--- config.mk ---
export PLATFORM = sky130hd
export DESIGN_NAME = alu_cmd_issuer
export DESIGN_NICKNAME = d
export VERILOG_FILES = /design/src/rtl/alu_issue_pkg.sv /design/src/rtl/alu_cmd_fifo.sv /design/src/rtl/alu_cmd_issuer.sv
export SDC_FILE = /design/constraint.sdc
export NUM_CORES = 1
export LEC_CHECK = 0
export CORE_ASPECT_RATIO = 0.7
export CORE_MARGIN = 2
export CORE_UTILIZATION = 35
export DETAILED_ROUTE_END_ITERATION = 8
export GPL_ROUTABILITY_DRIVEN = 0
export MAX_ROUTING_LAYER = met4
export SETUP_SLACK_MARGIN = 0.15
export SLEW_MARGIN = 10
export SYNTH_ARGS = -nofsm -noshare
export SYNTH_HDL_FRONTEND = slang
export SYNTH_SLANG_ARGS = --single-unit
--- constraint.sdc ---
create_clock -name clk -period 3.75 [get_ports clk]
set_clock_uncertainty 0.15 [all_clocks]
set_input_delay 0.5625 -clock clk [delete_from_list [all_inputs] [get_ports clk]]
set_output_delay 0.5625 -clock clk [all_outputs]
set_load 0.01 [all_outputs]
--- src/rtl/alu_issue_pkg.sv ---
// Shared definitions for the ALU command issuer: opcode values, FSM encoding
// and the layout of a buffered command entry.
package alu_issue_pkg;

   localparam logic [3:0] SEQ   = 4'd0;
   localparam logic [3:0] XNOR  = 4'd1;
   localparam logic [3:0] NAND  = 4'd2;
   localparam logic [3:0] AND   = 4'd3;
   localparam logic [3:0] SLT   = 4'd4;
   localparam logic [3:0] PASSB = 4'd5;
   localparam logic [3:0] ADD   = 4'd6;
   localparam logic [3:0] MUL   = 4'd7;
   localparam logic [3:0] SLTU  = 4'd8;

   localparam int NUM_OPS_DEF = 9;

   localparam int OPC_W   = 4;
   localparam int SHAMT_W = 5;
   localparam int TAG_W   = 4;

   typedef enum logic [1:0] {
      ST_IDLE  = 2'd0,
      ST_DRIVE = 2'd1,
      ST_RESP  = 2'd2
   } issue_state_t;

   // Entry is packed MSB..LSB as {opcode, a, b, shamt, tag}.
   function automatic int cmd_entry_bits(input int width);
      return OPC_W + 2 * width + SHAMT_W + TAG_W;
   endfunction

endpackage

--- src/rtl/alu_cmd_fifo.sv ---
// Synchronous FIFO for pending ALU commands; pointers carry one extra wrap bit
// so full and empty are told apart without a counter.
module alu_cmd_fifo
   import alu_issue_pkg::*;
#(
   parameter int WIDTH = 8,
   parameter int DEPTH = 4
) (
   input  logic             clk,
   input  logic             rst_n,
   input  logic             push,
   input  logic             pop,
   input  logic [WIDTH-1:0] din,
   output logic [WIDTH-1:0] dout,
   output logic             full,
   output logic             empty
);

   localparam int AW = $clog2(DEPTH);

   logic [WIDTH-1:0] mem [DEPTH];
   logic [AW:0]      wr_ptr;
   logic [AW:0]      rd_ptr;
   logic             do_push;
   logic             do_pop;

   assign do_push = push & ~full;
   assign do_pop  = pop & ~empty;
   assign empty   = (wr_ptr == rd_ptr);
   assign full    = (wr_ptr[AW] != rd_ptr[AW]) && (wr_ptr[AW-1:0] == rd_ptr[AW-1:0]);
   assign dout    = mem[rd_ptr[AW-1:0]];

   always_ff @(posedge clk or negedge rst_n) begin
      if (!rst_n) begin
         wr_ptr <= '0;
         rd_ptr <= '0;
      end else begin
         if (do_push) wr_ptr <= wr_ptr + (AW+1)'(1);
         if (do_pop)  rd_ptr <= rd_ptr + (AW+1)'(1);
      end
   end

   always_ff @(posedge clk) begin
      if (do_push) mem[wr_ptr[AW-1:0]] <= din;
   end

endmodule

--- src/rtl/alu_cmd_issuer.sv ---
// Issues buffered, tagged commands to a combinational ALU, holds its inputs for
// SETTLE cycles, then returns the captured result as a tagged response.
module alu_cmd_issuer
   import alu_issue_pkg::*;
#(
   parameter int WIDTH   = 8,
   parameter int DEPTH   = 4,
   parameter int SETTLE  = 1,
   parameter int NUM_OPS = NUM_OPS_DEF
) (
   input  logic             clk,
   input  logic             rst_n,
   input  logic             cmd_valid,
   output logic             cmd_ready,
   input  logic [3:0]       cmd_opcode,
   input  logic [WIDTH-1:0] cmd_a,
   input  logic [WIDTH-1:0] cmd_b,
   input  logic [4:0]       cmd_shamt,
   input  logic [3:0]       cmd_tag,
   output logic [3:0]       alu_opcode,
   output logic [WIDTH-1:0] alu_input1,
   output logic [WIDTH-1:0] alu_input2,
   output logic [4:0]       alu_shiftValue,
   input  logic [WIDTH-1:0] alu_result,
   input  logic             alu_carry,
   output logic             rsp_valid,
   input  logic             rsp_ready,
   output logic [WIDTH-1:0] rsp_result,
   output logic             rsp_carry,
   output logic [3:0]       rsp_tag,
   output logic             rsp_illegal,
   output logic             busy
);

   localparam int         EW       = cmd_entry_bits(WIDTH);
   localparam logic [3:0] CNT_INIT = 4'(SETTLE - 1);

   // Handshakes: a transfer happens on a rising edge where valid and ready are
   // both high; the sender holds its payload stable until that edge.

   issue_state_t     state, state_n;
   logic [3:0]       cnt;
   logic [EW-1:0]    fifo_din;
   logic [EW-1:0]    head;
   logic             fifo_full;
   logic             fifo_empty;
   logic             do_pop;
   logic             load_alu;
   logic             mark_illegal;
   logic             capture;
   logic             rsp_done;
   logic             head_legal;
   logic [3:0]       h_op;
   logic [WIDTH-1:0] h_a;
   logic [WIDTH-1:0] h_b;
   logic [4:0]       h_shamt;
   logic [3:0]       h_tag;

   assign fifo_din = {cmd_opcode, cmd_a, cmd_b, cmd_shamt, cmd_tag};
   assign {h_op, h_a, h_b, h_shamt, h_tag} = head;
   assign head_legal = (int'(h_op) < NUM_OPS);

   assign cmd_ready = ~fifo_full;
   assign busy      = (state != ST_IDLE) || !fifo_empty;

   alu_cmd_fifo #(
      .WIDTH (EW),
      .DEPTH (DEPTH)
   ) u_fifo (
      .clk   (clk),
      .rst_n (rst_n),
      .push  (cmd_valid),
      .pop   (do_pop),
      .din   (fifo_din),
      .dout  (head),
      .full  (fifo_full),
      .empty (fifo_empty)
   );

   always_ff @(posedge clk or negedge rst_n) begin
      if (!rst_n) state <= ST_IDLE;
      else        state <= state_n;
   end

   always_comb begin
      state_n      = state;
      do_pop       = 1'b0;
      load_alu     = 1'b0;
      mark_illegal = 1'b0;
      capture      = 1'b0;
      rsp_done     = 1'b0;
      case (state)
         ST_IDLE: begin
            if (!fifo_empty) begin
               do_pop = 1'b1;
               if (head_legal) begin
                  load_alu = 1'b1;
                  state_n  = ST_DRIVE;
               end else begin
                  mark_illegal = 1'b1;
                  state_n      = ST_RESP;
               end
            end
         end
         ST_DRIVE: begin
            if (cnt == 4'd0) begin
               capture = 1'b1;
               state_n = ST_RESP;
            end
         end
         ST_RESP: begin
            if (rsp_valid && rsp_ready) begin
               rsp_done = 1'b1;
               state_n  = ST_IDLE;
            end
         end
         default: state_n = ST_IDLE;
      endcase
   end

   // ALU drive registers keep their last values between commands.
   always_ff @(posedge clk or negedge rst_n) begin
      if (!rst_n) begin
         alu_opcode     <= '0;
         alu_input1     <= '0;
         alu_input2     <= '0;
         alu_shiftValue <= '0;
         cnt            <= '0;
      end else if (load_alu) begin
         alu_opcode     <= h_op;
         alu_input1     <= h_a;
         alu_input2     <= h_b;
         alu_shiftValue <= h_shamt;
         cnt            <= CNT_INIT;
      end else if (state == ST_DRIVE && cnt != 4'd0) begin
         cnt <= cnt - 4'd1;
      end
   end

   always_ff @(posedge clk or negedge rst_n) begin
      if (!rst_n) begin
         rsp_valid   <= 1'b0;
         rsp_result  <= '0;
         rsp_carry   <= 1'b0;
         rsp_tag     <= '0;
         rsp_illegal <= 1'b0;
      end else begin
         if (do_pop) rsp_tag <= h_tag;
         if (mark_illegal) begin
            rsp_result  <= '0;
            rsp_carry   <= 1'b0;
            rsp_illegal <= 1'b1;
            rsp_valid   <= 1'b1;
         end else if (capture) begin
            rsp_result  <= alu_result;
            rsp_carry   <= alu_carry & (alu_opcode == ADD);
            rsp_illegal <= 1'b0;
            rsp_valid   <= 1'b1;
         end else if (rsp_done) begin
            rsp_valid <= 1'b0;
         end
      end
   end

endmodule

==> results.yml <==
cts:
  ctsHoldBuffers: 0
  tritoncts: "built"
  worstSkewPairLatency_ns: 0.42
  numCtsBuffers: 17
  clkSinkCount: 168
  path_clk_slew_ns: 0.07
  postCtsSetupBuffers: 0
  cts_resized: 0
  h-tree-depth: 4
  root_buffer: "clkbuf_16"
  clockBufferDepth: 2
outcome:
  violations: "design-rule violations"
  outcome: "finished with violations"
timing:
  rsz0062_at_grt: "false"
  period_share_pct: 83.2
  slew_headroom_pct: 56.5
  tightest_slew_ns: 0.652
  hold_viol: 0
  setup_slack_ns: 0.629
  setup_viol_count_final: 0
  setup_tns_ns: 0
  fmax_ghz: 0.320
  drv_slew: 0
  post-route-min-period_ns: 3.12
global_routing:
  grt_pass1_vias: 3470
  antenna_found_initial: 1
  grt_remaining_overflow: 0
  grt_pass1_wl_um: 19900
  grt_usage_pct: 14.0
  grt_max_degree: 33
synth:
  ys.flop_type: "edfxtp_1"
  yosysSeqAreaShare_pct: 73.1
  syn_nets: 379
  synth-async-reset-ratio_pct: 31.0
  avgSynthCellArea_sq_um: 19.8
  yosys.area.top_type: "edfxtp_1"
  ys_warn_count: 0
  synth_edf_count: 116
  syn-instance-count: 330
  synthesis.area_sq_um: 6550
  netlist_top_cells_area: "edfxtp_1 53%, dfrtp_1 20%, mux4_2 10%"
  ys_types: 34
  ys_ff_latch: 168
  yosysTopAreaCellShare_pct: 53.2
placed_design:
  placedCellCount: 648
  dp_hpwl_um: 8300
  portBuffers: 83
  pre_cts_ws_ns: 0.814
finish:
  layout_common_cells: "116 x edfxtp_1, 82 x clkdlybuf4s50_1, 51 x dfrtp_1"
  fin_nets: 480
  drive_above_1_share_pct: 25.2
  area_growth_pct: 26.3
  final_cell_count_no_fill: 681
  nFillCells: 1566
  final_common_cell: "edfxtp_1"
floorplan:
  io_pins: 84
  start_util_pct: 36.1
  die_w_um: 167
  rows: 41
  fp.coreArea_sq_um: 18200
  dieArea_sq_um: 19800
  die_y_um: 118
pwr:
  power_mw: 4.56
  p_comb_share_pct: 10.3
  power_density_nw_per_um2: 552
  ir_drop_uv: 332
  clkPwrFrac_pct: 38.1
  netSwitchingPower_mw: 1.10
  p_int_mw: 3.46
  p_sw_share_pct: 24.1
  pwr-share-seq_pct: 51.6
  leakagePower_nw: 3.11
drt:
  route.vias.total: 3217
  drt-vias-per-instance: 4.72
  wl_um: 12800
  wl_per_cell_um: 18.7
  drt_iter0_drc: 195
  first_pass_iters: 6
  ant_nets: 0
  drc: 8
worst_setup_path:
  worstPathRequired_ns: 3.04
  arrival_ns: 2.41
  startpoint_type: "flop"
  critPathKind: "flop to primary output"
  crit_path_end_kind: "primary output"
  crit_fanout: 15
  reg2regPathDepth: 4
run:
  max_cap_violations: 0
worst_hold_path:
  hp-class: "input pin to asynchronous set/reset pin"
power groups by stage:
stage	clock network, mW	registers, mW	logic (mW)
floorplan	0	2.37	0.261
global placement	0	2.38	0.472
detailed placement	0	2.39	0.482
CTS	1.78	2.36	0.484
global route	1.87	2.37	0.520
finish	1.74	2.35	0.469
per-layer routing:
metal  track usage [%]  part of all wire [%]  vias to the layer above
li1                  -                     -                     1480
met1              19.0                    48                     1643
met2              20.3                    45                       83
met3              4.19                   5.5                       11
met4              4.24                  0.99                        0
met5                 -                     0                        -
path summary, 6_finish.rpt:
kind                                  start          endpoint  slack [ns]
hold reg to reg                 rsp_illegal       rsp_illegal        0.33
min in group clk                rsp_illegal       rsp_illegal        0.33
setup / recovery           u_fifo.rd_ptr[0]              busy        0.63
hold / removal                        rst_n        rsp_tag[3]       0.005
max in group asynchronous             rst_n  u_fifo.rd_ptr[0]        2.56
setup reg to reg           u_fifo.rd_ptr[0]     alu_input1[3]        0.90
registers in the layout (all words and copies together) (netlist names):
register,count
rsp_illegal,1
state,2
alu_opcode,4
u_fifo.wr_ptr,3
cnt,4
u_fifo.mem,116
rsp_carry,1
alu_input1,8
alu_shiftValue,5
rsp_result,8
alu_input2,8
rsp_valid,1
u_fifo.rd_ptr,3
rsp_tag,4
per-stage QoR:
stage | utilization [%] | cell area (sq um) | hold WS [ns]
floorplan | - | 6550 | 0.117
global placement | 42.3 | 7680 | 0.316
detailed placement | 42.3 | 7680 | 0.323
CTS | 45.5 | 8270 | 0.0191
global route | 45.5 | 8270 | 0.0334
finish | 45.5 | 8270 | 0.00476
critical path, stage by stage, from the launching register on:
cell             delay, ns
dfrtp_2               0.60
xnor2_2               0.38
nand3_1               0.15
or3_1                 0.35
clkdlybuf4s50_1       0.51
cells by family (layout without fill, tap and decap cells):
family / Yosys count / after routing / synth area share (%)
AO/OA/AOI/OAI: 17 / 17 / 1.97
XOR/XNOR: 11 / 11 / 1.59
adder cells (fa/ha/maj): 7 / 7 / 1.34
buffers and inverters: 19 / 133 / 1.72
flip-flops: 168 / 168 / 73.1
multiplexers: 59 / 59 / 16.5
other: 0 / 1 / 0
AND/OR/NAND/NOR: 49 / 49 / 3.84
Yosys cell counts, drive strengths merged (3+ instances only):
cell    instances
edfxtp        116
o21ai           9
buf             9
inv             6
nand2          22
nor2b           4
mux4           29
mux2           29
dfrtp          52
and2            9
clkbuf          4
xnor2           8
nand3           5
ha              7
xor2            3
cell type report:
class                           instances  area [sq um]  area share (%)
Antenna cell                            1          2.50          0.0303
Clock buffer                           18           429            5.19
Clock inverter                         14           160            1.94
Inverter                                6          22.5           0.272
Multi-Input combinational cell        143          1660            20.0
Sequential cell                       168          4790            57.9
Tap cell                              236           295            3.57
Timing Repair Buffer                   95           916            11.1
No activity file was read; power rests on OpenSTA's default activity.
